--- src/rtl/bist_pattern_if.sv ---
// Netlist-facing and host-facing signals of the BIST pattern controller.
// The host/netlist side drives the master modport; the controller takes the slave modport.
interface bist_pattern_if #(
    parameter int IN_W   = 3,
    parameter int OUT_W  = 3,
    parameter int MISR_W = 8
);
    logic              start;
    logic              abort;
    logic [MISR_W-1:0] golden;
    logic [OUT_W-1:0]  dut_resp;
    logic [IN_W-1:0]   stim;
    logic              stim_valid;
    logic              busy;
    logic              done;
    logic              pass;
    logic [MISR_W-1:0] signature;
    logic [15:0]       pattern_cnt;

    modport master (
        output start, abort, golden, dut_resp,
        input  stim, stim_valid, busy, done, pass, signature, pattern_cnt
    );

    modport slave (
        input  start, abort, golden, dut_resp,
        output stim, stim_valid, busy, done, pass, signature, pattern_cnt
    );
endinterface

--- src/rtl/bist_pattern_ctrl.sv ---
// BIST controller: LFSR stimulus into a combinational netlist, MISR compaction of
// its response, and a golden-signature compare at the end of a fixed-length run.
//
// state | meaning
// IDLE  | waiting for start; stim held at 0
// RUN   | one counted pattern per cycle; MISR absorbs dut_resp, LFSR steps
// CMP   | single cycle: compare signature with golden
// DONE  | result held until start (rerun) or abort
module bist_pattern_ctrl #(
    parameter int                 IN_W       = 3,
    parameter int                 OUT_W      = 3,
    parameter int                 LFSR_W     = 8,
    parameter logic [LFSR_W-1:0]  LFSR_TAPS  = 8'hB8,
    parameter logic [LFSR_W-1:0]  LFSR_SEED  = 8'h01,
    parameter int                 MISR_W     = 8,
    parameter logic [MISR_W-1:0]  MISR_TAPS  = 8'hB8,
    parameter logic [MISR_W-1:0]  MISR_SEED  = 8'h00,
    parameter int                 N_PATTERNS = 255
) (
    input logic           clk,
    input logic           rst_n,
    bist_pattern_if.slave bus
);
    localparam logic [1:0] S_IDLE = 2'd0;
    localparam logic [1:0] S_RUN  = 2'd1;
    localparam logic [1:0] S_CMP  = 2'd2;
    localparam logic [1:0] S_DONE = 2'd3;

    localparam logic [15:0] CNT_LAST = 16'(N_PATTERNS - 1);

    logic [1:0]        state;
    logic [LFSR_W-1:0] lfsr;
    logic [LFSR_W-1:0] lfsr_next;
    logic [MISR_W-1:0] misr;
    logic [MISR_W-1:0] misr_next;
    logic [15:0]       cnt;
    logic              done_r;
    logic              pass_r;
    logic              load;

    always_comb begin
        lfsr_next = (lfsr >> 1) ^ (lfsr[0] ? LFSR_TAPS : '0);
        misr_next = (misr >> 1) ^ (misr[0] ? MISR_TAPS : '0) ^ MISR_W'(bus.dut_resp);
    end

    // abort always beats start, including in IDLE
    assign load = bus.start && !bus.abort && (state == S_IDLE || state == S_DONE);

    always_ff @(posedge clk or negedge rst_n) begin
        if (!rst_n) begin
            state  <= S_IDLE;
            lfsr   <= LFSR_SEED;
            misr   <= MISR_SEED;
            cnt    <= '0;
            done_r <= 1'b0;
            pass_r <= 1'b0;
        end else if (load) begin
            state  <= S_RUN;
            lfsr   <= LFSR_SEED;
            misr   <= MISR_SEED;
            cnt    <= '0;
            done_r <= 1'b0;
            pass_r <= 1'b0;
        end else begin
            case (state)
                S_IDLE: begin
                    state <= S_IDLE;
                end
                S_RUN: begin
                    if (bus.abort) begin
                        state <= S_IDLE;
                    end else begin
                        lfsr <= lfsr_next;
                        misr <= misr_next;
                        cnt  <= cnt + 16'd1;
                        if (cnt == CNT_LAST) begin
                            state <= S_CMP;
                        end
                    end
                end
                S_CMP: begin
                    if (bus.abort) begin
                        state <= S_IDLE;
                    end else begin
                        pass_r <= (misr == bus.golden);
                        done_r <= 1'b1;
                        state  <= S_DONE;
                    end
                end
                S_DONE: begin
                    if (bus.abort) begin
                        state  <= S_IDLE;
                        done_r <= 1'b0;
                        pass_r <= 1'b0;
                    end
                end
                default: begin
                    state <= S_IDLE;
                end
            endcase
        end
    end

    assign bus.stim        = (state == S_RUN) ? lfsr[IN_W-1:0] : '0;
    assign bus.stim_valid  = (state == S_RUN);
    assign bus.busy        = (state == S_RUN) || (state == S_CMP);
    assign bus.done        = done_r;
    assign bus.pass        = pass_r;
    assign bus.signature   = misr;
    assign bus.pattern_cnt = cnt;
endmodule

--- src/flat_wrapper.sv ---
// flat-port wrapper written by rule: the top's interface ports become plain ports
module bist_pattern_ctrl_flat 
#(
    parameter int                 IN_W       = 3,
    parameter int                 OUT_W      = 3,
    parameter int                 LFSR_W     = 8,
    parameter logic [LFSR_W-1:0]  LFSR_TAPS  = 8'hB8,
    parameter logic [LFSR_W-1:0]  LFSR_SEED  = 8'h01,
    parameter int                 MISR_W     = 8,
    parameter logic [MISR_W-1:0]  MISR_TAPS  = 8'hB8,
    parameter logic [MISR_W-1:0]  MISR_SEED  = 8'h00,
    parameter int                 N_PATTERNS = 255
)
  (clk, rst_n, bus_start, bus_abort, bus_golden, bus_dut_resp, bus_stim, bus_stim_valid, bus_busy, bus_done, bus_pass, bus_signature, bus_pattern_cnt);
  bist_pattern_if #(.IN_W(IN_W), .OUT_W(OUT_W), .MISR_W(MISR_W)) bus_i ();
  input logic clk;
  input logic rst_n;
  input wire logic [$bits(bus_i.start)-1:0] bus_start;
  input wire logic [$bits(bus_i.abort)-1:0] bus_abort;
  input wire logic [$bits(bus_i.golden)-1:0] bus_golden;
  input wire logic [$bits(bus_i.dut_resp)-1:0] bus_dut_resp;
  output wire logic [$bits(bus_i.stim)-1:0] bus_stim;
  output wire logic [$bits(bus_i.stim_valid)-1:0] bus_stim_valid;
  output wire logic [$bits(bus_i.busy)-1:0] bus_busy;
  output wire logic [$bits(bus_i.done)-1:0] bus_done;
  output wire logic [$bits(bus_i.pass)-1:0] bus_pass;
  output wire logic [$bits(bus_i.signature)-1:0] bus_signature;
  output wire logic [$bits(bus_i.pattern_cnt)-1:0] bus_pattern_cnt;
  assign bus_i.start = bus_start;
  assign bus_i.abort = bus_abort;
  assign bus_i.golden = bus_golden;
  assign bus_i.dut_resp = bus_dut_resp;
  assign bus_stim = bus_i.stim;
  assign bus_stim_valid = bus_i.stim_valid;
  assign bus_busy = bus_i.busy;
  assign bus_done = bus_i.done;
  assign bus_pass = bus_i.pass;
  assign bus_signature = bus_i.signature;
  assign bus_pattern_cnt = bus_i.pattern_cnt;
  bist_pattern_ctrl #(.IN_W(IN_W), .OUT_W(OUT_W), .LFSR_W(LFSR_W), .LFSR_TAPS(LFSR_TAPS), .LFSR_SEED(LFSR_SEED), .MISR_W(MISR_W), .MISR_TAPS(MISR_TAPS), .MISR_SEED(MISR_SEED), .N_PATTERNS(N_PATTERNS)) u_core (.clk(clk), .rst_n(rst_n), .bus(bus_i));
endmodule
--- config.mk ---
export PLATFORM = sky130hd
export DESIGN_NAME = bist_pattern_ctrl_flat
export DESIGN_NICKNAME = d
export VERILOG_FILES = /design/src/rtl/bist_pattern_if.sv /design/src/rtl/bist_pattern_ctrl.sv /design/src/flat_wrapper.sv
export SDC_FILE = /design/constraint.sdc
export NUM_CORES = 1
export LEC_CHECK = 0
export CORE_ASPECT_RATIO = 0.7
export CORE_UTILIZATION = 53
export CTS_CLUSTER_DIAMETER = 150
export CTS_CLUSTER_SIZE = 14
export DETAILED_ROUTE_END_ITERATION = 10
export PLACE_DENSITY = 0.95
export SLEW_MARGIN = 15
export SYNTH_ARGS = -nofsm -noshare
export SYNTH_HDL_FRONTEND = slang
export SYNTH_SLANG_ARGS = --single-unit
--- constraint.sdc ---
create_clock -name clk -period 2.9 [get_ports clk]
set_input_delay 0.435 -clock clk [delete_from_list [all_inputs] [get_ports clk]]
set_output_delay 0.435 -clock clk [all_outputs]
set_load 0.02 [all_outputs]
After elaboration in Yosys (flattened, before gate mapping)
Cells that the tools add are included.
{ "totals": {"regBits": 36, "latch_bits": 0, "mem_bits_rw": 0, "mem_bits_ro": 0, "in_bits": 15, "output_inout_bits": 31, "word_cells": 55, "mem_count": 0} }
{ "op_classes": {"addsub": 1, "n_mul": 0, "div_mod_pow": 0, "n_lt_le_gt_ge": 0, "n_eq_ne": 9, "n_shift": 0, "n_mux": 25, "n_bitwise": 3, "n_reduce_logical": 11} }
{ "op_table": {"columns": ["operator", "count"], "rows": [
  ["$mux 8", 8],
  ["$mux 16", 3],
  ["$add 16x1->16 const B", 1],
  ["$eq 16x8->1 const B", 1],
  ["$xor 7x8->8", 2],
  ["$mux 2", 5],
  ["$eq 8x8->1", 1],
  ["$pmux 2 s4", 1],
  ["$xor 8x3->8", 1],
  ["$ne 3x2->1 const B", 2],
  ["$mux 1", 5],
  ["$eq 2x2->1 const B", 2],
  ["$ne 4x2->1 const B", 1],
  ["$pmux 1 s2", 2],
  ["$reduce_and 2->1", 2],
  ["$mux 3", 1],
  ["$reduce_and 3->1", 1],
  ["$reduce_bool 3->1", 1],
  ["$eq 2x1->1 const B", 1],
  ["$logic_and 1x1->1", 2],
  ["$logic_not 2->1", 1],
  ["$logic_or 1x1->1", 2],
  ["$ne 2x1->1 const B", 1],
  ["$reduce_bool 2->1", 1],
  ["$logic_not 1->1", 1]
]} }

Depth between registers and ports, before layout
Gate-level depths: netlist of the first run.
{ "logic_depth": {"word_depth": 6, "depth_mapped": 9, "depth_no_buf": 6} }

Least setup slack after synthesis of the first run
OpenSTA, ideal clock, no wires.
{ "synth_timing": {"path_type": "register to register", "from": "reg u_core.state[0]", "to": "reg u_core.state[0]", "setup_ns": 0.125, "t_arrival_ns": 1.705, "t_required_ns": 2.775, "path_slack_ns": 1.071, "stages_incl_launch_ff": 9, "path_buffers": 2, "period_less_slack_ns": 1.829, "path_cell_list": "dfrtp_1 inv_1 ha_1 buf_2 a21oi_2 and2_1 buf_2 a22oi_2 mux2_2"} }
{ "synth_between": {"elab_chain_cells": 5, "word_cells_on_any_way": 11, "cone_classes": "eq/ne: 5; mux: 2; reduce/logical: 4"} }
{ "synth_rtl": {"columns": ["item", "line", "text"], "rows": [
  ["start, declared", "bist_pattern_ctrl.sv:31", "logic [1:0] state;"],
  ["start signal, assigned", "bist_pattern_ctrl.sv:51", "state <= S_IDLE;"],
  ["start signal, assigned", "bist_pattern_ctrl.sv:58", "state <= S_RUN;"],
  ["start signal, assigned", "bist_pattern_ctrl.sv:67", "state <= S_IDLE;"],
  ["$eq 2x2->1 / $logic_not 2->1 (equally long branches)", "bist_pattern_ctrl.sv:47, bist_pattern_ctrl.sv:65", null],
  ["$logic_or 1x1->1", "bist_pattern_ctrl.sv:47", "assign load = bus.start && !bus.abort && (state == S_IDLE || state == S_DONE);"],
  ["$logic_and 1x1->1", "bist_pattern_ctrl.sv:47", null],
  ["$ne 4x2->1 (no line) / $ne 3x2->1 (equally long branches)", null, null],
  ["$reduce_and 2->1 (no line)", null, null]
]} }
Parallel ways exist; a longest one is shown, timed or not.
A chain may end at the register's enable or synchronous reset.

Worst setup path in the final report of the first run
{ "layout_timing": {"from": "reg u_core.state[0]", "to": "out bus_busy"} }
{ "layout_between": {"elab_chain_cells": 2, "word_cells_on_any_way": 3, "cone_classes": "eq/ne: 2; reduce/logical: 1"} }
{ "layout_rtl": {"columns": ["item", "line", "text"], "rows": [
  ["$eq 2x1->1 / $eq 2x2->1 (equally long branches)", "bist_pattern_ctrl.sv:106", "assign bus.busy = (state == S_RUN) || (state == S_CMP);"],
  ["$logic_or 1x1->1 *", "bist_pattern_ctrl.sv:106", null],
  ["end, declared", "flat_wrapper.sv:24", "output wire logic [$bits(bus_i.busy)-1:0] bus_busy;"]
]} }
Mark *: on every way between the ends. The rest lies on a longest branch, timed or not.

==> impl_metrics.json, run 1 <==
{
  "drtPass1Iterations": 4,
  "critical_path_depth": 4,
  "grt.total_usage_pct": 25.8,
  "numCtsBuffers": 5,
  "hold_viol": 0,
  "hold_buffers": 0,
  "crit_top_cell": "inv_1",
  "crit_end": "bus_busy",
  "end_kind": "primary output",
  "cts_tree": "done",
  "arrival_ns": 1.88,
  "final_nets": 261,
  "htreeDepth": 2,
  "cts_resized": 0,
  "syn_to_final_growth_pct": 29.9,
  "coreArea_mm2": 0.00354,
  "drt_iter0_markers": 80,
  "die_width_um": 74.7,
  "route.detailed.wl_per_inst_um": 15.4,
  "first_global_vias": 1457,
  "hp-class": "register to register",
  "drive_gt1_share_pct": 9.09,
  "syn_area_mm2": 0.00196,
  "routed_wl_um": 4500,
  "worstPathCellList": "inv_1, ha_1, inv_1, clkdlybuf4s50_1",
  "hold-worst-slack_ns": 0.497,
  "tightest_slew_ns": 0.455,
  "drc": 0,
  "synth_top_cell_area_share_pct": 44.6,
  "grt_overflow": 0,
  "drv_slew": 0,
  "ys.warnings.count": 0,
  "cts_root_buffer": "clkbuf_8",
  "cp_slowest_cell": "clkdlybuf4s50_1",
  "synth.distinct_cells": 45,
  "postCtsSetupBuffers": 0,
  "total_power_w": 0.00122,
  "vias": 1606,
  "worstSetupStartpoint": "u_core.state[0]",
  "start_util_pct": 55.5,
  "path_class": "register to primary output",
  "skew_ns": 0.00715,
  "antenna_left": 0,
  "grt_max_degree": 37,
  "dieArea_mm2": 0.00395,
  "diodes": 0,
  "setup_tns_ns": 0,
  "antenna_found_initial": 0,
  "preCtsSetupSlack_ns": 0.706,
  "ys_seq_area_share_pct": 46.0,
  "die_y_um": 52.9,
  "worst_setup_path_start_kind": "register",
  "portBuffers": 45,
  "r2r_cells": 6,
  "r2r-end": "u_core.bus.pattern_cnt[10]",
  "gp_congestion": 0.849,
  "avgSynthCellArea_um2": 9.96,
  "num_io_pins": 46,
  "postSynth.asyncResetShare_pct": 100,
  "p_leak_nw": 1.13,
  "post-synth-top-count-cell": "dfrtp_1",
  "place_hpwl_um": 3250,
  "power_density_mw_per_mm2": 479,
  "slowest_delay_ns": 0.60,
  "outcome": "completed",
  "rsz0062_at_grt": "false",
  "rows": 18,
  "cp_max_fo": 8,
  "utilization_pct": 72.1,
  "crit_family": "buffers and inverters",
  "period_minus_slack_ns": 2.31,
  "cap_viol_max_count": 0,
  "netlist_instances": 197,
  "synth_edf_count": 0,
  "max_freq_ghz": 0.433,
  "setup_viol": 0,
  "clk_path_buf_depth": 2,
  "ir_worst_vdd_uv": 393,
  "yosysTopAreaCell": "dfrtp_1",
  "syn_nets": 217,
  "r2r_slack_ns": 0.84,
  "critPathBufInv": 3,
  "ys_top_cells_by_area": "dfrtp_1, xnor2_1, nand2_1",
  "period_share_pct": 79.7,
  "fillers": 271,
  "clk_latency_ns": 0.29,
  "grt_pass1_wl_um": 7250,
  "crit_required_ns": 2.47,
  "cts_sinks": 36,
  "reg2reg_from": "u_core.state[0]",
  "relSlewSlack_pct": 69.5,
  "yosys-top-cells-count": "dfrtp_1, nand2_1, nor2_1, xnor2_1, o21ai_0",
  "synth_seq_cells": 36,
  "drt-vias-per-instance": 5.50,
  "ys.flop_type": "dfrtp_1",
  "cts.clk_slew.worst_paths_ns": 0.07,
  "layout_setup_ws_ns": 0.590
}
-- state kept, by name (all words and copies together) (netlist names) --
signal	cells
u_core.bus.signature	8
u_core.state	2
u_core.lfsr	8
u_core.bus.pattern_cnt	16
u_core.bus.done	1
u_core.bus.pass	1
-- logic make-up (layout without fill, tap and decap cells) --
| logic type | after synthesis | in the layout | share of synthesized area [%] |
|---|---|---|---|
| AOI/OAI and AO/OA | 40 | 40 | 13.6 |
| xor gates and xnor gates | 23 | 23 | 10.3 |
| adders and majority gates | 5 | 5 | 3.19 |
| buffers and inverters | 16 | 61 | 3.63 |
| DFF | 36 | 36 | 46.0 |
| muxes | 4 | 4 | 2.10 |
| and+or+nand+nor | 73 | 73 | 21.2 |
-- cells in the final DEF, fill, tap and decap left out, types with 6 or more instances in the layout --
master / Yosys / routed
dfrtp_1: 35 / 35
o21ai_0: 15 / 15
nand2_1: 25 / 25
xnor2_1: 16 / 16
xor2_1: 7 / 7
clkdlybuf4s50_1: 0 / 45
a21oi_1: 6 / 6
nor2_1: 16 / 16
inv_1: 6 / 6
-- worst min path at each step --
stage	end	startpoint	cells past startpoint	slack, ns
after floorplan	u_core.bus.done	rst_n	0	0.14
after global placement	u_core.lfsr[3]	u_core.lfsr[3]	2	0.47
after detailed placement	u_core.lfsr[2]	u_core.lfsr[3]	1	0.48
after CTS	u_core.lfsr[2]	u_core.lfsr[3]	1	0.49
after global routing	u_core.lfsr[3]	u_core.lfsr[3]	2	0.52
final	u_core.lfsr[2]	u_core.lfsr[3]	1	0.50
-- final cells by class --
type / count / area [µm²] / share of cell area, %
Tap cell: 50 / 62.6 / 2.45
Multi-Input combinational cell: 145 / 988 / 38.8
Clock buffer: 6 / 72.6 / 2.85
Clock inverter: 2 / 35.0 / 1.37
Inverter: 6 / 22.5 / 0.884
Timing Repair Buffer: 47 / 465 / 18.3
Sequential cell: 36 / 902 / 35.4
-- where the power goes --
group	switching [W]	leakage (nW)	internal, W
combinational	0.000111	0.583	0.000102
sequential	0.0000414	0.493	0.000535
clock	0.000175	0.0552	0.000255
-- worst register-to-register path, delay by kind of cell, from the launching register on --
| family | cells | cell delay [ns] |
|---|---|---|
| buffers and inverters | 1 | 0.07 |
| DFF | 1 | 0.40 |
| AOI/OAI and AO/OA | 3 | 0.57 |
| adders and majority gates | 1 | 0.45 |
| and+or+nand+nor | 1 | 0.45 |
-- routing by layer --
layer,track usage (%),vias to the layer above,wire length (µm)
li1,-,772,-
met1,37.3,789,2210
met2,37.2,41,2030
met3,7.43,4,206
met4,7.55,0,48
met5,0,-,0
-- through the flow --
| step | cells | instance area [µm²] |
|---|---|---|
| finish | 292 | 2550 |
| global route | 292 | 2550 |
| detailed placement | 284 | 2440 |
| floorplan | 197 | 1960 |
| CTS | 292 | 2550 |
| global placement | 284 | 2440 |
No activity file was read; power rests on OpenSTA's default activity.
==> run 2, diff against run 1 <==
--- a/config.mk
+++ b/config.mk
@@ -6,11 +6,11 @@
 export NUM_CORES = 1
 export LEC_CHECK = 0
 export CORE_ASPECT_RATIO = 0.7
-export CORE_UTILIZATION = 53
+export CORE_UTILIZATION = 45
 export CTS_CLUSTER_DIAMETER = 150
 export CTS_CLUSTER_SIZE = 14
 export DETAILED_ROUTE_END_ITERATION = 10
-export PLACE_DENSITY = 0.95
+export PLACE_DENSITY = 0.87
 export SLEW_MARGIN = 15
 export SYNTH_ARGS = -nofsm -noshare
 export SYNTH_HDL_FRONTEND = slang
==> constraint.sdc (replaced) <==
create_clock -name clk -period 2.1 [get_ports clk]
set_input_delay 0.315 -clock clk [delete_from_list [all_inputs] [get_ports clk]]
set_output_delay 0.315 -clock clk [all_outputs]
set_load 0.02 [all_outputs]
==> run 2 against run 1 <==
Count of clock-buffer cells in the layout grew 1. Cell area grew 1.3%. Core utilization is 8.2 points lower. Total power increased by 33%. Global-route usage down 3.7 points. Clock power increased by 22%. Wire length increased by 4.1%. Hold slack worse by 0.072 ns. Non-clock buffer count is 3 higher. Register-to-register slack got worse by 0.77 ns. Die area increased by 17%. Sequential power grew 38%. Critical path type is now register to register.
==> impl_metrics.json, run 2 (synthesized netlist as in run 1, its figures left out) <==
{
  "layout_setup_ws_ns": 0.0730,
  "cts.clk_slew.worst_paths_ns": 0.08,
  "tightest_slew_ns": 0.451,
  "drive_gt1_share_pct": 11.4,
  "intPower_w": 0.00115,
  "crit_required_ns": 2.29,
  "power.switching_w": 0.000471,
  "cap_viol_max_count": 0,
  "drt-vias-per-instance": 5.49,
  "start_util_pct": 48.5,
  "dieArea_mm2": 0.00463,
  "p_leak_nw": 1.19,
  "period_minus_slack_ns": 2.03,
  "route.detailed.wl_per_inst_um": 15.8,
  "cts_tree": "done",
  "layout_commonest_cell": "clkdlybuf4s50_1",
  "slowest_delay_ns": 0.42,
  "rows": 19,
  "vias": 1630,
  "grt_max_degree": 37,
  "antenna_found_initial": 0,
  "worst_setup_path_start_kind": "register",
  "ir_worst_vdd_uv": 439,
  "arrival_ns": 2.22,
  "htreeDepth": 2,
  "dp_cells": 288,
  "grt_overflow": 0,
  "relSlewSlack_pct": 69.7,
  "p_seq_share_pct": 49.1,
  "largest_register_ffs": 16,
  "r2r_slack_ns": 0.07,
  "antenna_left": 0,
  "drc": 0,
  "portBuffers": 45,
  "gp_congestion": 0.833,
  "worstPathCellList": "inv_1, ha_2, a21oi_2, nor4_4, buf_4, a31oi_1, a41o_1",
  "die_y_um": 57.2,
  "preCtsSetupSlack_ns": 0.0101,
  "outcome": "completed",
  "die_width_um": 80.9,
  "max_freq_ghz": 0.493,
  "diodes": 0,
  "cts_root_buffer": "clkbuf_8",
  "grt_pass1_wl_um": 7670,
  "final_nets": 264,
  "hp-class": "input port to async pin",
  "drv_slew": 0,
  "period_share_pct": 96.5,
  "skew_ns": 0.0101,
  "power.share.switching_pct": 29.0,
  "clk_path_buf_depth": 2,
  "place_hpwl_um": 3280,
  "grt.total_usage_pct": 22.0,
  "cts_sinks": 36,
  "numCtsBuffers": 5,
  "drtPass1Iterations": 4,
  "syn_to_final_growth_pct": 31.6,
  "final_cell_mix": "clkdlybuf4s50_1, dfrtp_1, nand2_1, nor2_1, xnor2_1",
  "drt_iter0_markers": 123,
  "hold_viol": 0,
  "routed_wl_um": 4690,
  "end_kind": "register",
  "cp_max_fo": 8,
  "cp_slowest_cell": "dfrtp_2",
  "first_global_vias": 1547,
  "power_density_mw_per_mm2": 628,
  "comb_power_share_pct": 18.5,
  "coreArea_mm2": 0.00404,
  "fin_cells": 297,
  "setup_viol": 0,
  "path_class": "register to register",
  "num_io_pins": 46,
  "utilization_pct": 63.9,
  "clk_latency_ns": 0.30,
  "power_frac_clock_pct": 32.4
}
## run 2: repair_timing
action | CTS | global route
setup buffers | 0 | 1
gates resized for setup | 4 | 4
endpoints found under the setup margin | 5 | 9
gates cloned | 0 | 0
hold buffers | 0 | 0
pin swaps | 0 | 1
## run 2: final timing paths
path / start / end / cells past startpoint
hold reg to reg: u_core.lfsr[3] / u_core.lfsr[3] / 2
max in group asynchronous: rst_n / u_core.lfsr[0] / 2
setup reg to reg: u_core.state[0] / u_core.bus.pattern_cnt[10] / 7
hold / removal: rst_n / u_core.bus.pattern_cnt[13] / 2
setup / recovery: u_core.state[0] / u_core.bus.pattern_cnt[10] / 7
min in group clk: u_core.lfsr[3] / u_core.lfsr[3] / 2
## run 2: power by group through the flow
stage                     registers, W  logic (W)  clock network, W
after floorplan               0.000814   0.000156                 0
after global placement        0.000804   0.000292                 0
after detailed placement      0.000807   0.000299                 0
after CTS                     0.000796   0.000303          0.000529
after global routing          0.000802   0.000329          0.000565
final                         0.000795   0.000301          0.000526
## run 2: metal layers
layer	GRT usage (%)	part of all wire, %	vias up
met3	4.96	5.5	8
li1	-	-	787
met5	0	0	-
met1	32.3	49	789
met4	8.42	1.6	0
met2	31.7	44	46
## run 2: per-stage QoR
stage	setup TNS, ns	total power, W	hold WS [ns]	area [µm²]
3_5_place_dp	0	0.00111	0.477	2460
4_1_cts	0	0.00163	0.443	2570
3_3_place_gp	0	0.00110	0.464	2460
2_1_floorplan	0	0.000969	0.0194	1960
5_1_grt	-0.00904	0.00170	0.478	2580
6_report	0	0.00162	0.425	2580
## run 2: layout make-up
type / count / area, µm²
clock buffer: 7 / 86.3
clock inverter: 1 / 7.51
multi-input combinational: 145 / 1000
timing repair buffer: 50 / 494
inverter: 6 / 22.5
sequential: 36 / 903
tap: 52 / 65.1
fill: 328 / 1460
## run 2: critical path, delay by kind of cell (launching register included)
kind / cells / cell delay (ns)
adders and majority gates: 1 / 0.41
AOI/OAI and AO/OA: 3 / 0.47
DFF: 1 / 0.42
buffers and inverters: 2 / 0.27
and+or+nand+nor: 1 / 0.34
==> run 3, diff against run 2 <==
--- a/config.mk
+++ b/config.mk
@@ -8,7 +8,7 @@
 export CORE_ASPECT_RATIO = 0.7
 export CORE_UTILIZATION = 45
 export CTS_CLUSTER_DIAMETER = 150
-export CTS_CLUSTER_SIZE = 14
+export CTS_CLUSTER_SIZE = 12
 export DETAILED_ROUTE_END_ITERATION = 10
 export PLACE_DENSITY = 0.87
 export SLEW_MARGIN = 15
==> results of run 3 <==
Same layout as run 2: the final DEF is identical, and so are final timing and power.
==> edit 1, RTL diff (flow settings as in run 3) <==
`LFSR_W` is set to 8 in 2 places; all go to 10.
--- a/src/rtl/bist_pattern_ctrl.sv
+++ b/src/rtl/bist_pattern_ctrl.sv
@@ -10,5 +10,5 @@
     parameter int                 IN_W       = 3,
     parameter int                 OUT_W      = 3,
-    parameter int                 LFSR_W     = 8,
+    parameter int                 LFSR_W     = 10,
     parameter logic [LFSR_W-1:0]  LFSR_TAPS  = 8'hB8,
     parameter logic [LFSR_W-1:0]  LFSR_SEED  = 8'h01,
--- a/src/flat_wrapper.sv
+++ b/src/flat_wrapper.sv
@@ -4,5 +4,5 @@
     parameter int                 IN_W       = 3,
     parameter int                 OUT_W      = 3,
-    parameter int                 LFSR_W     = 8,
+    parameter int                 LFSR_W     = 10,
     parameter logic [LFSR_W-1:0]  LFSR_TAPS  = 8'hB8,
     parameter logic [LFSR_W-1:0]  LFSR_SEED  = 8'h01,
Check against the original RTL: no difference found for any inputs over 10 cycles, from zero or initial values and one cycle with rst_n low; that may be too few to reach the edited logic, so the function may still have changed.
==> edit 1 against run 3 <==
Synthesized cell count increased by 3.6%; largest cell class unchanged; routed wire length increased by 2.6%; via count increased by 9.3%; setup slack got worse by 0.017 ns; combinational power increased by 96%; cell area increased by 4.6%; area after synthesis decreased by 0.77%; final cell count increased by 7.4%; power increased by 29%; sequential cell count unchanged; maximum frequency decreased by 0.84%.
==> edit 1: results (changes against run 3) <==
Run status
  • Status: finished, final reports clean

Die
  • Core area: 0.00404 mm^2 (unchanged)

Clocking
  • Clock buffer depth: 2 (unchanged)
  • Clock Latency Late Sink: 0.28 ns (-0.02 ns)

Cells and area
  • Multi-input gates: 154 (+6.2%)
  • Sequential share of cell area: 0.334 (-0.0157)
  • Non-filler instance count after layout: 319 (+7.4%)
  • Fill cells: 322 (-1.8%)
  • Clkbuf count: 6 (-1)
  • Final-layout non-clock buffer area share: 0.216 (+0.0246)
  • Clock buf/inv share: 0.0399 (+0.00351)
  • Final #Nets: 286 (+8.3%)
  • Non-clk bufs: 63 (+26%)
  • Multi-input gate share of total cell area: 0.378 (-0.0109)
  • Share of layout cells above drive strength 1: 0.131 (+0.0168)
  • FF+latch count: 36 (unchanged)
  • Design area: 0.00270 mm^2 (+4.6%)

Placed design
  • Setup Slack @ Placement: -0.114 ns (-0.124 ns)
  • Hpwl dp: 3540 um (+8.2%)
  • Placed Area: 0.00259 mm^2 (+5.4%)
  • Placed Cells: 311 (+8.0%)
  • Port Buf Inserts: 45 (unchanged)
  • Global placer's final weighted congestion: 0.843 (+1.2%)

Setup path
  • Reg-to-Reg Start: u_core.state[1]$_DFFE_PN0P_
  • Crit end category: register
  • R2r endpoint: u_core.bus.pattern_cnt[13]$_DFFE_PN0P_
  • CP Max Fanout: 7 (-1)
  • CP max stage delay: 0.54 ns (+0.12 ns)
  • Worst path top cell family by delay: simple AND/OR/NAND/NOR gates
  • Data arrival, critical path: 2.26 ns (+0.04 ns)
  • Slowest CP cell: or4_1
  • Reg2Reg Depth: 5 (-2)

Global route
  • Global-route usage over all layers: 0.232 (+0.0120)
  • First-pass GRT wire length: 8060 um (+5.0%)
  • Vias in the first global route: 1,648 (+6.5%)

Timing
  • Worst-margin pin slew: 0.436 ns (-0.0154 ns)
  • Hold slack: 0.442 ns (+0.0175 ns)
  • Post-route setup slack: 0.0559 ns (-0.0171 ns)
  • Clock Skews: 0.00499 ns (-0.00507 ns)

Synth
  • Mean post-synth cell area: 9.54 um^2 (-4.2%)
  • Ranking of synthesized cells by area: dfrtp_1, xnor2_1, nand2_1
  • Synth top cells by count: dfrtp_1, nand2_1, o21ai_0, xnor2_1, nor2_1
  • Syn Nets: 224 (+3.2%)
  • Sequential share of the synthesized area: 0.463 (+0.00355)
  • Netlist cell types: 38 (-16%)

Drt
  • Routed WL: 4810 um (+2.6%)
  • Vias: 1,781 (+9.3%)
  • DR iter-0 viols: 188 (+53%)

Pwr
  • P_leak: 1.15 nW (-3.1%)
  • Maximum VDD drop: 0.000475 V (+8.2%)
==> edit 1: power by group <==
part | internal, mW | switching [mW] | total, mW
registers | 0.790 | 0.118 | 0.907
logic | 0.293 | 0.298 | 0.591
clock network | 0.352 | 0.244 | 0.596
==> edit 1: what timing repair did <==
action / 4_1_cts / 5_1_grt
gates resized for setup: 5 / 1
cloned: 0 / 0
hold buffers: 0 / 0
endpoints found under the setup margin: 5 / 1
==> edit 1: metal layers <==
layer,GRT usage,share of wire
met1,0.353,0.48
met2,0.329,0.44
met3,0.0496,0.063
met4,0.0765,0.0083
met5,0,0
==> edit 1: logic make-up after synthesis <==
logic type | after synthesis | share of synthesized area
AND/OR/NAND/NOR | 80 | 0.223
AO/OA/AOI/OAI | 47 | 0.153
XOR/XNOR | 22 | 0.0990
buffers and inverters | 14 | 0.0296
adder cells (fa/ha/maj) | 5 | 0.0321
flip-flops | 36 | 0.463
==> edit 2, RTL diff (settings of run 3) <==
Made on the original files. Make the reset (`rst_n`) synchronous in one clocked block.
--- a/src/rtl/bist_pattern_ctrl.sv
+++ b/src/rtl/bist_pattern_ctrl.sv
@@ -47,5 +47,5 @@
     assign load = bus.start && !bus.abort && (state == S_IDLE || state == S_DONE);
 
-    always_ff @(posedge clk or negedge rst_n) begin
+    always_ff @(posedge clk) begin
         if (!rst_n) begin
             state  <= S_IDLE;
Formal check against the unedited RTL: differs if rst_n is asserted again (counterexample within 4 cycles, from zero or initial values and one cycle with rst_n low); with rst_n held inactive, the same outputs for 10 cycles.
==> edit 2 against run 3 <==
Sequential cell count unchanged; routed wire length down 10%; area after synthesis down 5.0%; setup slack better by 0.025 ns; cell area down 5.6%; register-to-register slack better by 0.08 ns; critical endpoint is now bus_stim[1]; largest cell class unchanged.
Power is not compared: it rests on default switching activity, and its combinational part moved more than twofold at a synthesized area within 25%.
==> edit 2: results (changes against run 3) <==
Run status
  • Status: finished, final reports clean

Clocking
  • Clock buffer depth: 2 (unchanged)
  • Clock Latency Late Sink: 0.28 ns (-0.02 ns)
  • Setup bufs post-CTS: 0 (unchanged)
  • CTS Root Buffer Type: clkbuf_8
  • CTS H-tree lvls: 2 (unchanged)
  • Total CTS buffers: 5 (unchanged)
  • Reg clk slew, reported paths: 0.07 ns

Worst hold path
  • HP Class: register to register

Timing
  • Clock Skews: 0.00275 ns (-0.00731 ns)
  • Worst-margin pin slew: 0.419 ns (-0.0321 ns)

Drt
  • DR iter-0 viols: 73 (-41%)
  • Routed WL: 4220 um (-10%)
  • Drt pass-1 iters: 4 (unchanged)
  • Avg Vias per Cell: 5.25 (-4.3%)

Pwr
  • Maximum VDD drop: 0.000339 V
  • Switching share of power: 0.232
  • P_leak: 0.918 nW

Placed design
  • Global placer's final weighted congestion: 0.814 (-2.3%)
  • Hpwl dp: 2970 um (-9.4%)
  • Port Buf Inserts: 45 (unchanged)
  • Placed Area: 0.00235 mm^2 (-4.6%)

Cells and area
  • Fill cells: 343 (+4.6%)
  • Antenna Cells: 0 (unchanged)
  • Final #Nets: 283 (+7.2%)
  • Max reg flops: 16 (unchanged)
  • Share of layout cells above drive strength 1: 0.0795 (-0.0347)

Global route
  • Grt met2 use: 0.292 (-0.0250)
  • Global-route usage over all layers: 0.203 (-0.0172)
  • Largest net degree at the start of global routing: 17 (-54%)
  • Met3 Use GR: 0.0459 (-0.00370)
  • Vias in the first global route: 1,470 (-5.0%)
  • First-pass GRT wire length: 6920 um (-9.8%)
  • Met1 Usage GRT: 0.291 (-0.0317)
  • Initial antenna violation count: 0 (unchanged)

Setup path
  • CP Max Fanout: 7 (-1)
  • Data arrival, critical path: 1.69 ns (-0.53 ns)

Synth
  • Synth top cells by count: dfxtp_1, nand2_1, nor2_1, xnor2_1, a21oi_1
  • Top_reg_cell synth: dfxtp_1
  • Syn Nets: 235 (+8.3%)
  • Sequential share of the synthesized area: 0.387 (-0.0730)
  • Post-synthesis xor/xnor area fraction: 0.122 (+0.0196)
  • Ranking of synthesized cells by area: dfxtp_1, xnor2_1, nand2_1
  • Mux contribution to synthesized area: 0 (-0.0210)
  • Netlist cell types: 40 (-11%)
  • Synth async-reset ratio: 0 (-1.00)
  • YS warnings: 0 (unchanged)
  • Post-synthesis adder-cell area fraction: 0.0336 (+0.00169)
  • Post-synthesis compound-gate area fraction: 0.124 (-0.0122)
edit 2: cell count changes in the layout (fill, tap and decap cells not counted), moves of 4 or more:
| cell | change |
|---|---|
| a21oi_1 | +7 |
| xor2_1 | +4 |
| a22o_1 | -5 |
| dfrtp_1 | -34 |
| nor2_1 | +4 |
| buf_4 | +4 |
| dfxtp_1 | +36 |
| nor4_1 | +5 |
| a211oi_1 | +10 |
| o21ai_0 | -9 |
edit 2: cell families after synthesis:
group,after synthesis
AO/OA/AOI/OAI,36
XOR/XNOR,26
adder cells (fa/ha/maj),5
buffers and inverters,20
flip-flops,36
AND/OR/NAND/NOR,92
edit 2: per-stage QoR:
step | cells | worst slack [ns]
after floorplan | 215 | 0.0943
after global placement | 308 | 0.0462
after detailed placement | 308 | 0.0183
after CTS | 316 | 0.0174
after global routing | 316 | 0.0448
final | 316 | 0.0984
edit 2: power groups by stage:
stage          combinational, mW  clock, mW  sequential [mW]
2_1_floorplan             0.0934          0            0.723
6_report                   0.150      0.493            0.707
4_1_cts                    0.150      0.506            0.707
3_3_place_gp               0.148          0            0.722
5_1_grt                    0.164      0.538            0.708
3_5_place_dp               0.150          0            0.722
edit 2: final cells by class:
type	count	area, um^2	share of cell area
multi-input cells	159	1020	0.417
clock buffers	8	90.1	0.0370
well taps	52	65.1	0.0267
flip-flops and latches	36	721	0.296
repair buffers	54	519	0.213
inverters	7	26.3	0.0108
edit 2: final timing paths:
path	endpoint	slack, ns	startpoint	depth (start not counted)
worst max register to register	u_core.bus.pattern_cnt[15]$_SDFFE_PP0P_	0.15	u_core.state[1]$_SDFFE_PP0P_	6
worst min register to register	u_core.lfsr[6]$_SDFFE_PP0P_	0.46	u_core.lfsr[7]$_SDFFE_PP0P_	2
worst max-delay path	bus_stim[1]	0.1	u_core.state[1]$_SDFFE_PP0P_	5
worst min-delay path	u_core.lfsr[6]$_SDFFE_PP0P_	0.46	u_core.lfsr[7]$_SDFFE_PP0P_	2
edit 2: per-layer routing:
| metal | share of wire | up-vias |
|---|---|---|
| met2 | 0.42 | 59 |
| met3 | 0.068 | 8 |
| met1 | 0.50 | 752 |
| met5 | 0 | - |
| met4 | 0.013 | 0 |
| li1 | - | 840 |
edit 2: what timing repair did:
action / in CTS / in global routing
cloned: 0 / 0
gates resized for setup: 3 / 2
hold buffers: 0 / 0
endpoints found under the setup margin: 3 / 2
edit 2: critical path, stage by stage (launching register included):
cell and delay, ns:
dfxtp_1 0.42, inv_1 0.08, ha_1 0.25, buf_4 0.18, and2_1 0.15, dlygate4sd2_1 0.31
